===== config.mk =====
export PLATFORM = sky130hd
export DESIGN_NAME = csr_regfile_flat
export DESIGN_NICKNAME = d
export VERILOG_FILES = /design/src/rtl/csr_regfile_pkg.sv /design/src/rtl/csr_regfile_if.sv /design/src/rtl/csr_regfile_counter64.sv /design/src/rtl/csr_regfile.sv /design/src/flat_wrapper.sv
export SDC_FILE = /design/constraint.sdc
export NUM_CORES = 1
export LEC_CHECK = 0
export BUFFER_PORTS_ARGS = -buffer_cell sky130_fd_sc_hd__buf_2
export CAP_MARGIN = 15
export CORE_AREA = 8 8 180 114
export CTS_CLUSTER_SIZE = 8
export DETAILED_ROUTE_END_ITERATION = 12
export DIE_AREA = 0 0 188 122
export PLACE_DENSITY = 0.75
export RECOVER_POWER = 25
export SETUP_SLACK_MARGIN = 0.15
export SLEW_MARGIN = 20
export SYNTH_ARGS = -nofsm -noshare
export SYNTH_HDL_FRONTEND = slang
export SYNTH_SLANG_ARGS = --single-unit

===== constraint.sdc =====
create_clock -name clk -period 6 [get_ports clk]
set_clock_uncertainty 0.15 [all_clocks]
set_input_delay 1.2 -clock clk [delete_from_list [all_inputs] [get_ports clk]]
set_output_delay 1.2 -clock clk [all_outputs]
set_load 0.03 [all_outputs]

===== src/rtl/csr_regfile_pkg.sv =====
// Shared CSR address map, mstatus/mie bit positions and small decode helpers
// for the machine-mode CSR register file.
package csr_regfile_pkg;

    localparam int CSR_IDX_WIDTH = 12;

    localparam logic [11:0] CSR_MSTATUS_IDX   = 12'h300;
    localparam logic [11:0] CSR_MISA_IDX      = 12'h301;
    localparam logic [11:0] CSR_MIE_IDX       = 12'h304;
    localparam logic [11:0] CSR_MTVEC_IDX     = 12'h305;
    localparam logic [11:0] CSR_MSCRATCH_IDX  = 12'h340;
    localparam logic [11:0] CSR_MEPC_IDX      = 12'h341;
    localparam logic [11:0] CSR_MCAUSE_IDX    = 12'h342;
    localparam logic [11:0] CSR_MTVAL_IDX     = 12'h343;
    localparam logic [11:0] CSR_MIP_IDX       = 12'h344;
    localparam logic [11:0] CSR_MVENDORID_IDX = 12'hF11;
    localparam logic [11:0] CSR_MARCHID_IDX   = 12'hF12;
    localparam logic [11:0] CSR_MIMPID_IDX    = 12'hF13;
    localparam logic [11:0] CSR_MHARTID_IDX   = 12'hF14;
    localparam logic [11:0] CSR_MCYCLE_IDX    = 12'hB00;
    localparam logic [11:0] CSR_MINSTRET_IDX  = 12'hB02;
    localparam logic [11:0] CSR_MCYCLEH_IDX   = 12'hB80;
    localparam logic [11:0] CSR_MINSTRETH_IDX = 12'hB82;
    localparam logic [11:0] CSR_CYCLE_IDX     = 12'hC00;
    localparam logic [11:0] CSR_INSTRET_IDX   = 12'hC02;
    localparam logic [11:0] CSR_CYCLEH_IDX    = 12'hC80;
    localparam logic [11:0] CSR_INSTRETH_IDX  = 12'hC82;

    localparam int MSTATUS_MIE_BIT  = 3;
    localparam int MSTATUS_MPIE_BIT = 7;

    // mie/mip are stored compactly as {MEIP/MEIE, MTIP/MTIE, MSIP/MSIE}
    localparam int IRQ_SFT_BIT = 3;
    localparam int IRQ_TMR_BIT = 7;
    localparam int IRQ_EXT_BIT = 11;

    // CSR indices with [11:10]==2'b11 are read-only by the privileged encoding
    function automatic logic is_ro_space(input logic [11:0] idx);
        return idx[11:10] == 2'b11;
    endfunction

    // Expand a compact {ext,tmr,sft} triple into its mie/mip word layout
    function automatic logic [31:0] irq_word(input logic [2:0] b);
        return {20'b0, b[2], 3'b0, b[1], 3'b0, b[0], 3'b0};
    endfunction

endpackage


===== src/rtl/csr_regfile_if.sv =====
// Command interface between csr_ctrl (master) and csr_regfile (slave).
interface csr_regfile_if;
    import csr_regfile_pkg::*;

    logic                     csr_rd_en;
    logic                     csr_wr_en;
    logic [CSR_IDX_WIDTH-1:0] csr_idx;
    logic [31:0]              csr_cmd_wdata;
    logic                     csr_ena;
    logic [31:0]              csr_cmd_rdata;
    logic                     csr_access_ilgl;

    modport master (
        output csr_rd_en, csr_wr_en, csr_idx, csr_cmd_wdata, csr_ena,
        input  csr_cmd_rdata, csr_access_ilgl
    );

    modport slave (
        input  csr_rd_en, csr_wr_en, csr_idx, csr_cmd_wdata, csr_ena,
        output csr_cmd_rdata, csr_access_ilgl
    );

endinterface


===== src/rtl/csr_regfile_counter64.sv =====
// 64-bit free-running counter with independently writable halves.
// A write to either half suppresses the increment for that cycle.
module csr_counter64 (
    input  logic        clk,
    input  logic        rst,
    input  logic        inc,
    input  logic        wr_lo,
    input  logic        wr_hi,
    input  logic [31:0] wdata,
    output logic [63:0] value
);

    // Write replaces one half; otherwise count with full 64-bit carry
    always_ff @(posedge clk or posedge rst) begin
        if (rst) begin
            value <= 64'd0;
        end else if (wr_lo) begin
            value[31:0] <= wdata;
        end else if (wr_hi) begin
            value[63:32] <= wdata;
        end else if (inc) begin
            value <= value + 64'd1;
        end
    end

endmodule


===== src/rtl/csr_regfile.sv =====
// Machine-mode CSR register file, responder to csr_ctrl.
// Read data and the illegal-access flag depend only on the command index and
// enables, never on write data, so csr_ctrl may loop rdata back into wdata.
// Build option: CSR_PERF_CNT_EN adds mcycle/minstret and their user shadows;
// without it those addresses decode as illegal and no counter flops exist.
module csr_regfile
    import csr_regfile_pkg::*;
#(
    parameter logic [31:0] HART_ID  = 32'd0,
    parameter logic [31:0] MISA_VAL = 32'h4000_0100
) (
    input  logic         clk,
    input  logic         rst,
    csr_regfile_if.slave bus,
    input  logic         trap_valid,
    input  logic [31:0]  trap_cause,
    input  logic [31:0]  trap_pc,
    input  logic [31:0]  trap_tval,
    input  logic         mret_valid,
    input  logic         instr_retire,
    input  logic         irq_ext,
    input  logic         irq_tmr,
    input  logic         irq_sft,
    output logic [31:0]  csr_mtvec,
    output logic [31:0]  csr_mepc,
    output logic         irq_pending
);

    logic        mstatus_mie, mstatus_mpie;
    logic [2:0]  mie_q, mip_q;
    logic [29:0] mtvec_q, mepc_q;
    logic [31:0] mscratch_q, mcause_q, mtval_q;
    logic [31:0] mstatus_word;
    logic [31:0] rd_raw;
    logic        rd_hit;
    logic        wr_commit;

    assign mstatus_word = {19'b0, 2'b11, 3'b0, mstatus_mpie, 3'b0, mstatus_mie, 3'b0};

`ifdef CSR_PERF_CNT_EN
    logic [63:0] cycle_q, instret_q;

    csr_counter64 u_mcycle (
        .clk   (clk),
        .rst   (rst),
        .inc   (1'b1),
        .wr_lo (wr_commit && bus.csr_idx == CSR_MCYCLE_IDX),
        .wr_hi (wr_commit && bus.csr_idx == CSR_MCYCLEH_IDX),
        .wdata (bus.csr_cmd_wdata),
        .value (cycle_q)
    );

    csr_counter64 u_minstret (
        .clk   (clk),
        .rst   (rst),
        .inc   (instr_retire),
        .wr_lo (wr_commit && bus.csr_idx == CSR_MINSTRET_IDX),
        .wr_hi (wr_commit && bus.csr_idx == CSR_MINSTRETH_IDX),
        .wdata (bus.csr_cmd_wdata),
        .value (instret_q)
    );
`else
    logic unused_retire;
    assign unused_retire = instr_retire;
`endif

    // Address decode and read mux, driven by csr_idx only
    always_comb begin
        rd_hit = 1'b1;
        rd_raw = 32'd0;
        case (bus.csr_idx)
            CSR_MSTATUS_IDX:   rd_raw = mstatus_word;
            CSR_MISA_IDX:      rd_raw = MISA_VAL;
            CSR_MIE_IDX:       rd_raw = irq_word(mie_q);
            CSR_MTVEC_IDX:     rd_raw = {mtvec_q, 2'b00};
            CSR_MSCRATCH_IDX:  rd_raw = mscratch_q;
            CSR_MEPC_IDX:      rd_raw = {mepc_q, 2'b00};
            CSR_MCAUSE_IDX:    rd_raw = mcause_q;
            CSR_MTVAL_IDX:     rd_raw = mtval_q;
            CSR_MIP_IDX:       rd_raw = irq_word(mip_q);
            CSR_MVENDORID_IDX: rd_raw = 32'd0;
            CSR_MARCHID_IDX:   rd_raw = 32'd0;
            CSR_MIMPID_IDX:    rd_raw = 32'd0;
            CSR_MHARTID_IDX:   rd_raw = HART_ID;
`ifdef CSR_PERF_CNT_EN
            CSR_MCYCLE_IDX, CSR_CYCLE_IDX:       rd_raw = cycle_q[31:0];
            CSR_MCYCLEH_IDX, CSR_CYCLEH_IDX:     rd_raw = cycle_q[63:32];
            CSR_MINSTRET_IDX, CSR_INSTRET_IDX:   rd_raw = instret_q[31:0];
            CSR_MINSTRETH_IDX, CSR_INSTRETH_IDX: rd_raw = instret_q[63:32];
`endif
            default:           rd_hit = 1'b0;
        endcase
    end

    assign bus.csr_access_ilgl = ((bus.csr_rd_en | bus.csr_wr_en) & ~rd_hit)
                               | (bus.csr_wr_en & is_ro_space(bus.csr_idx));
    assign bus.csr_cmd_rdata   = (bus.csr_rd_en & ~bus.csr_access_ilgl) ? rd_raw : 32'd0;
    assign wr_commit           = bus.csr_wr_en & bus.csr_ena & ~bus.csr_access_ilgl;

    assign csr_mtvec = {mtvec_q, 2'b00};
    assign csr_mepc  = {mepc_q, 2'b00};

    // mstatus: trap beats mret beats software write
    always_ff @(posedge clk or posedge rst) begin
        if (rst) begin
            mstatus_mie  <= 1'b0;
            mstatus_mpie <= 1'b0;
        end else if (trap_valid) begin
            mstatus_mpie <= mstatus_mie;
            mstatus_mie  <= 1'b0;
        end else if (mret_valid) begin
            mstatus_mie  <= mstatus_mpie;
            mstatus_mpie <= 1'b1;
        end else if (wr_commit && bus.csr_idx == CSR_MSTATUS_IDX) begin
            mstatus_mie  <= bus.csr_cmd_wdata[MSTATUS_MIE_BIT];
            mstatus_mpie <= bus.csr_cmd_wdata[MSTATUS_MPIE_BIT];
        end
    end

    // Trap-updated registers: a trap overrides a same-cycle software write
    always_ff @(posedge clk or posedge rst) begin
        if (rst) begin
            mepc_q   <= 30'd0;
            mcause_q <= 32'd0;
            mtval_q  <= 32'd0;
        end else if (trap_valid) begin
            mepc_q   <= trap_pc[31:2];
            mcause_q <= trap_cause;
            mtval_q  <= trap_tval;
        end else if (wr_commit) begin
            if (bus.csr_idx == CSR_MEPC_IDX)   mepc_q   <= bus.csr_cmd_wdata[31:2];
            if (bus.csr_idx == CSR_MCAUSE_IDX) mcause_q <= bus.csr_cmd_wdata;
            if (bus.csr_idx == CSR_MTVAL_IDX)  mtval_q  <= bus.csr_cmd_wdata;
        end
    end

    // Software-only registers
    always_ff @(posedge clk or posedge rst) begin
        if (rst) begin
            mie_q      <= 3'd0;
            mtvec_q    <= 30'd0;
            mscratch_q <= 32'd0;
        end else if (wr_commit) begin
            if (bus.csr_idx == CSR_MIE_IDX)
                mie_q <= {bus.csr_cmd_wdata[IRQ_EXT_BIT], bus.csr_cmd_wdata[IRQ_TMR_BIT],
                          bus.csr_cmd_wdata[IRQ_SFT_BIT]};
            if (bus.csr_idx == CSR_MTVEC_IDX)    mtvec_q    <= bus.csr_cmd_wdata[31:2];
            if (bus.csr_idx == CSR_MSCRATCH_IDX) mscratch_q <= bus.csr_cmd_wdata;
        end
    end

    // Sample irq lines into mip, then register the qualified pending flag
    always_ff @(posedge clk or posedge rst) begin
        if (rst) begin
            mip_q       <= 3'd0;
            irq_pending <= 1'b0;
        end else begin
            mip_q       <= {irq_ext, irq_tmr, irq_sft};
            irq_pending <= (|(mip_q & mie_q)) & mstatus_mie;
        end
    end

endmodule

===== src/flat_wrapper.sv =====
// flat-port wrapper written by rule: the top's interface ports become plain ports
module csr_regfile_flat import csr_regfile_pkg::*;
#(
    parameter logic [31:0] HART_ID  = 32'd0,
    parameter logic [31:0] MISA_VAL = 32'h4000_0100
)
  (clk, rst, trap_valid, trap_cause, trap_pc, trap_tval, mret_valid, instr_retire, irq_ext, irq_tmr, irq_sft, csr_mtvec, csr_mepc, irq_pending, bus_csr_rd_en, bus_csr_wr_en, bus_csr_idx, bus_csr_cmd_wdata, bus_csr_ena, bus_csr_cmd_rdata, bus_csr_access_ilgl);
  csr_regfile_if bus_i ();
  input  logic clk;
  input  logic rst;
  input  logic trap_valid;
  input  logic [31:0] trap_cause;
  input  logic [31:0] trap_pc;
  input  logic [31:0] trap_tval;
  input  logic mret_valid;
  input  logic instr_retire;
  input  logic irq_ext;
  input  logic irq_tmr;
  input  logic irq_sft;
  output logic [31:0] csr_mtvec;
  output logic [31:0] csr_mepc;
  output logic irq_pending;
  input wire logic [$bits(bus_i.csr_rd_en)-1:0] bus_csr_rd_en;
  input wire logic [$bits(bus_i.csr_wr_en)-1:0] bus_csr_wr_en;
  input wire logic [$bits(bus_i.csr_idx)-1:0] bus_csr_idx;
  input wire logic [$bits(bus_i.csr_cmd_wdata)-1:0] bus_csr_cmd_wdata;
  input wire logic [$bits(bus_i.csr_ena)-1:0] bus_csr_ena;
  output wire logic [$bits(bus_i.csr_cmd_rdata)-1:0] bus_csr_cmd_rdata;
  output wire logic [$bits(bus_i.csr_access_ilgl)-1:0] bus_csr_access_ilgl;
  assign bus_i.csr_rd_en = bus_csr_rd_en;
  assign bus_i.csr_wr_en = bus_csr_wr_en;
  assign bus_i.csr_idx = bus_csr_idx;
  assign bus_i.csr_cmd_wdata = bus_csr_cmd_wdata;
  assign bus_i.csr_ena = bus_csr_ena;
  assign bus_csr_cmd_rdata = bus_i.csr_cmd_rdata;
  assign bus_csr_access_ilgl = bus_i.csr_access_ilgl;
  csr_regfile #(.HART_ID(HART_ID), .MISA_VAL(MISA_VAL)) u_core (.clk(clk), .rst(rst), .bus(bus_i), .trap_valid(trap_valid), .trap_cause(trap_cause), .trap_pc(trap_pc), .trap_tval(trap_tval), .mret_valid(mret_valid), .instr_retire(instr_retire), .irq_ext(irq_ext), .irq_tmr(irq_tmr), .irq_sft(irq_sft), .csr_mtvec(csr_mtvec), .csr_mepc(csr_mepc), .irq_pending(irq_pending));
endmodule

# == Word-level counts from Yosys, hierarchy flattened ==
# Cells that the tools add are included.
# word_totals
output_inout_bits,98
latchBits,0
n_memories,0
in_bits,151
romBits,0
register_bits,165
ramBits,0
word_cells,67
# classes
n_eq_ne,14
add_sub_neg,0
mul,0
shift,0
order_cmp,0
bitwise_logic,11
muxes,18
n_reduce_logical,14
div,0
# op_table
operator,count
32-bit case mux with 9 select lines,1
32-bit 2-to-1 mux,7
12-bit by 10-bit equality test with 1-bit output (second input constant),9
30-bit 2-to-1 mux,3
12-bit equality test (second input constant),4
13-bit OR reduction,1
2-bit AND reduction,6
2-bit nonzero test,4
1-bit 2-to-1 mux,7
1-bit AND,6
3-bit AND,1
3-bit nonzero test,1
3-bit OR reduction,1
2-bit equality test (second input constant),1
1-bit NOT,2
1-bit bitwise OR,2
1-bit logical AND,1

# == Longest topological paths before layout ==
# depth
word_depth,12
mapped_depth,9
ltp_nobuf,5

# == Worst setup path before layout ==
# No wires, ideal clock.
# synth_path
path_type,input port to output port
start,input bus_csr_idx[6]
end,output bus_csr_cmd_rdata[12]
t_required_ns,4.650
slack_ns,1.583
t_arrival_ns,3.067
stages,7
n_path_buf,2
cell_sequence,buf_2 or3b_2 nor4b_1 o21a_1 o211ai_1 buf_2 a31oi_1
# synth_between
elab_chain_len,9
elab_cells_between_ends,22
cone_classes,eq/ne: 13; mux: 3; bitwise: 5; reduce/logical: 1
# synth_lines
element,line_no,rtl
start: declaration,flat_wrapper.sv:25,input wire logic [$bits(bus_i.csr_idx)-1:0] bus_csr_idx;
12-bit by 10-bit equality test with 1-bit output or 12-bit equality test (tied branches),csr_regfile.sv:71,case (bus.csr_idx)
13-bit OR reduction (no line),--,
1-bit 2-to-1 mux,csr_regfile.sv:71,
1-bit NOT,csr_regfile.sv:95,assign bus.csr_access_ilgl = ((bus.csr_rd_en | bus.csr_wr_en) & ~rd_hit)
1-bit AND,csr_regfile.sv:95,
1-bit bitwise OR,csr_regfile.sv:96,| (bus.csr_wr_en & is_ro_space(bus.csr_idx));
1-bit NOT,csr_regfile.sv:97,assign bus.csr_cmd_rdata = (bus.csr_rd_en & ~bus.csr_access_ilgl) ? rd_raw : 32'd0;
1-bit AND,csr_regfile.sv:97,
32-bit 2-to-1 mux (*),csr_regfile.sv:97,
end: declaration,flat_wrapper.sv:28,output wire logic [$bits(bus_i.csr_cmd_rdata)-1:0] bus_csr_cmd_rdata;
# Mark *: on every way between the ends. The rest lies on a longest branch, timed or not.

# == Final worst setup path ==
# layout_path
start,input bus_csr_idx[11]
end,output bus_csr_cmd_rdata[30]
# Same word-level chain as after synthesis.

==> flow_summary.toml <==
[status]
status = "finished with violations"
violations = "max-capacitance violations, max-slew violations"

[floorplan]
die-height_um = 122
core_area_um2 = 17700
row_count = 38
dieWidth_um = 188
die_area_um2 = 22900
io_pins = 249
initial_core_util_pct = 46.1

[critical_path]
cp.required_ps = 4650
crit_fanout = 14
end_kind = "primary output"
critPathLaunchType = "input pin"
crit_type = "input pin to primary output"
cp.arrival_ps = 3700

[cts]
cts_tree = "built"
hold_buffers = 0
clk_latency_ps = 400
ctsResizeCount = 0
cts_root_buffer = "clkbuf_16"
clock-sinks = 165
cts_buffer_depth = 2
clk_pin_slew_ps = 60
post_cts_buffers = 0
cts_buffers = 17
htree_num_levels = 4

[detailed_routing]
drc_errors = 0
routed_wl_um = 26600
wire_per_inst_um = 21.8
ant_nets = 0
vias_per_cell = 5.83
drt-pass1-iter-count = 8
vias = 7107
drt_iter0_drc = 747

[sta]
finalCritPeriodShare_pct = 84.2
fmax_ghz = 0.198
setup_viol = 0
hold_violations = 0
tns_ps = 0
fin_hold_ws_ps = 359
worst_pin_slew_ps = 3560
relSlewSlack_pct = -139
slew_violations = 81
min_period_ps = 5050
rsz0062_at_grt = "no"

[grt]
grt_max_degree = 121
met1_usage_pct = 31.2
grt.busiest_layer = "met2"
grt_pass1_wl_um = 41800
grt_overflow = 0
grt_antenna_before_repair = 5
grt_use_total_pct = 22.8
use_met2_pct = 35.5
grt_pass1_vias = 7336
use_met3_pct = 7.22

[finish]
finalNetCount = 1114
fillers = 1545
layout-drive-gt1-share_pct = 37.3
seq_area_um2 = 4130
area_growth_pct = 24.4
multiInputGateArea_um2 = 3770
postLayoutCellArea_um2 = 10200

[logic_synthesis]
ys_seq_area_share_pct = 50.5
synth_seq_cells = 165
netlist_area_um2 = 8180
synth_ff_type = "dfrtp_1"
ys_types = 45
syn_avg_cell_area_um2 = 10.9
netlist_instances = 750
ys_warn_count = 0
synth_edf_count = 0
synthArstFlopShare_pct = 100

[placed_design]
numPortBuffers = 241
place.gp.congestion = 0.886
hpwl_um = 18100
dpl_cell_area_um2 = 9560

[power]
p_leak_nw = 5.46
cellPowerDensity_nw_per_um2 = 260
ir_drop_mv = 0.182

[flow_run]
maxCapViolCount = 1

[worst_hold_path]
holdCritPathClass = "flop to flop"
-- cells in the final DEF (no fill, tap or decap), types with 14 or more instances in the layout --
cell type | synthesis | layout
mux2_2 | 65 | 65
clkbuf_16 | 0 | 17
mux2i_1 | 100 | 100
buf_4 | 5 | 14
a222oi_1 | 30 | 30
a21oi_1 | 28 | 28
o21ai_0 | 43 | 43
nand2_1 | 100 | 97
a22oi_1 | 30 | 30
buf_2 | 27 | 239
o21ai_1 | 56 | 56
dfrtp_1 | 165 | 165
-- worst max-delay path, stage by stage --
cell,delay (ps)
buf_2,120
nand4bb_1,520
nor4_4,840
buf_4,370
a22oi_1,130
a31oi_1,250
buf_2,240
-- state kept, by name, summed over array words and instances, names as in the netlist --
register             count
u_core.mcause_q         32
u_core.mscratch_q       32
u_core.mtval_q          32
u_core.mepc_q           30
u_core.mtvec_q          30
u_core.mie_q             3
u_core.mip_q             3
u_core.irq_pending       1
u_core.mstatus_mie       1
u_core.mstatus_mpie      1
-- path summary, 6_finish.rpt --
check	start	end	slack (ps)	cells after the start
setup / recovery	bus_csr_idx[11]	bus_csr_cmd_rdata[30]	950	7
hold / removal	u_core.mscratch_q[14]$_DFFE_PP0P_	u_core.mscratch_q[14]$_DFFE_PP0P_	360	1
setup reg to reg	u_core.mie_q[2]$_DFFE_PP0P_	u_core.irq_pending$_DFF_PP0_	4800	2
hold reg to reg	u_core.mscratch_q[14]$_DFFE_PP0P_	u_core.mscratch_q[14]$_DFFE_PP0P_	360	1
max in group asynchronous	rst	u_core.mtval_q[10]$_DFFE_PP0P_	1770	3
min in group asynchronous	rst	u_core.mcause_q[5]$_DFFE_PP0P_	1680	2
-- synth_stat cells, types with 2 or more instances --
| cell | n | area share [%] |
|---|---|---|
| o21ai_1 | 56 | 3.4 |
| or4_1 | 2 | 0.18 |
| o21ai_0 | 43 | 2.6 |
| nor4_4 | 2 | 0.52 |
| nand4_1 | 2 | 0.15 |
| o21a_1 | 2 | 0.18 |
| a31oi_1 | 6 | 0.46 |
| a222oi_1 | 30 | 3.7 |
| mux2_2 | 65 | 8.9 |
| a22oi_1 | 30 | 2.8 |
| mux2i_1 | 100 | 12 |
| nor3_1 | 2 | 0.12 |
| dfrtp_1 | 165 | 50 |
| and3_1 | 4 | 0.31 |
| nor2_1 | 8 | 0.37 |
| nor2b_1 | 2 | 0.15 |
| nand3_1 | 3 | 0.18 |
| o2111ai_1 | 2 | 0.21 |
| nor4_1 | 3 | 0.23 |
| nand2_1 | 100 | 4.6 |
| clkbuf_1 | 34 | 1.6 |
| a21oi_1 | 28 | 1.7 |
| inv_1 | 4 | 0.18 |
| nand4bb_1 | 2 | 0.28 |
| buf_2 | 27 | 1.7 |
| nor4_2 | 2 | 0.31 |
| buf_4 | 5 | 0.46 |
| nand3b_1 | 4 | 0.37 |
-- power by group --
group,internal (mW),switching [mW]
Combinational,0.0982,0.173
Sequential,1.17,0.0427
Clock,0.671,0.487
Total,1.94,0.703
-- metrics by stage --
| stage | setup WS (ps) | utilization (%) | total power, mW | cells |
|---|---|---|---|---|
| final | 949 | 57.4 | 2.64 | 1218 |
| after CTS | 998 | 57.4 | 2.66 | 1215 |
| after global placement | 972 | 53.9 | 1.50 | 1184 |
| after global routing | 894 | 57.4 | 2.75 | 1217 |
| after detailed placement | 991 | 53.9 | 1.51 | 1184 |
| after floorplan | 188 | - | 1.38 | 753 |
-- logic make-up (layout without fill, tap and decap cells) --
group	count (synthesis)	count (layout)	synth area share [%]
buffers and inverters	70	292	3.85
muxes	166	166	21.3
other	1	7	0.0458
DFF	165	165	50.5
AOI/OAI and AO/OA	202	202	15.6
and+or+nand+nor	146	146	8.76
-- layer usage --
| layer | vias up | part of all wire [%] |
|---|---|---|
| li1 | 3211 | - |
| met1 | 3483 | 45 |
| met2 | 386 | 44 |
| met3 | 21 | 9.8 |
| met4 | 6 | 0.76 |
| met5 | - | 0.14 |
-- layout make-up --
class                           count  area share, %
Antenna cell                        3         0.0738
Clock buffer                       17           4.18
Clock inverter                     14           1.88
Inverter                            4          0.160
Multi-Input combinational cell    518           37.0
Sequential cell                   165           40.6
Tap cell                          240           2.95
Timing Repair Buffer              257           13.2
Note: power is estimated with default switching activity, not from simulation.
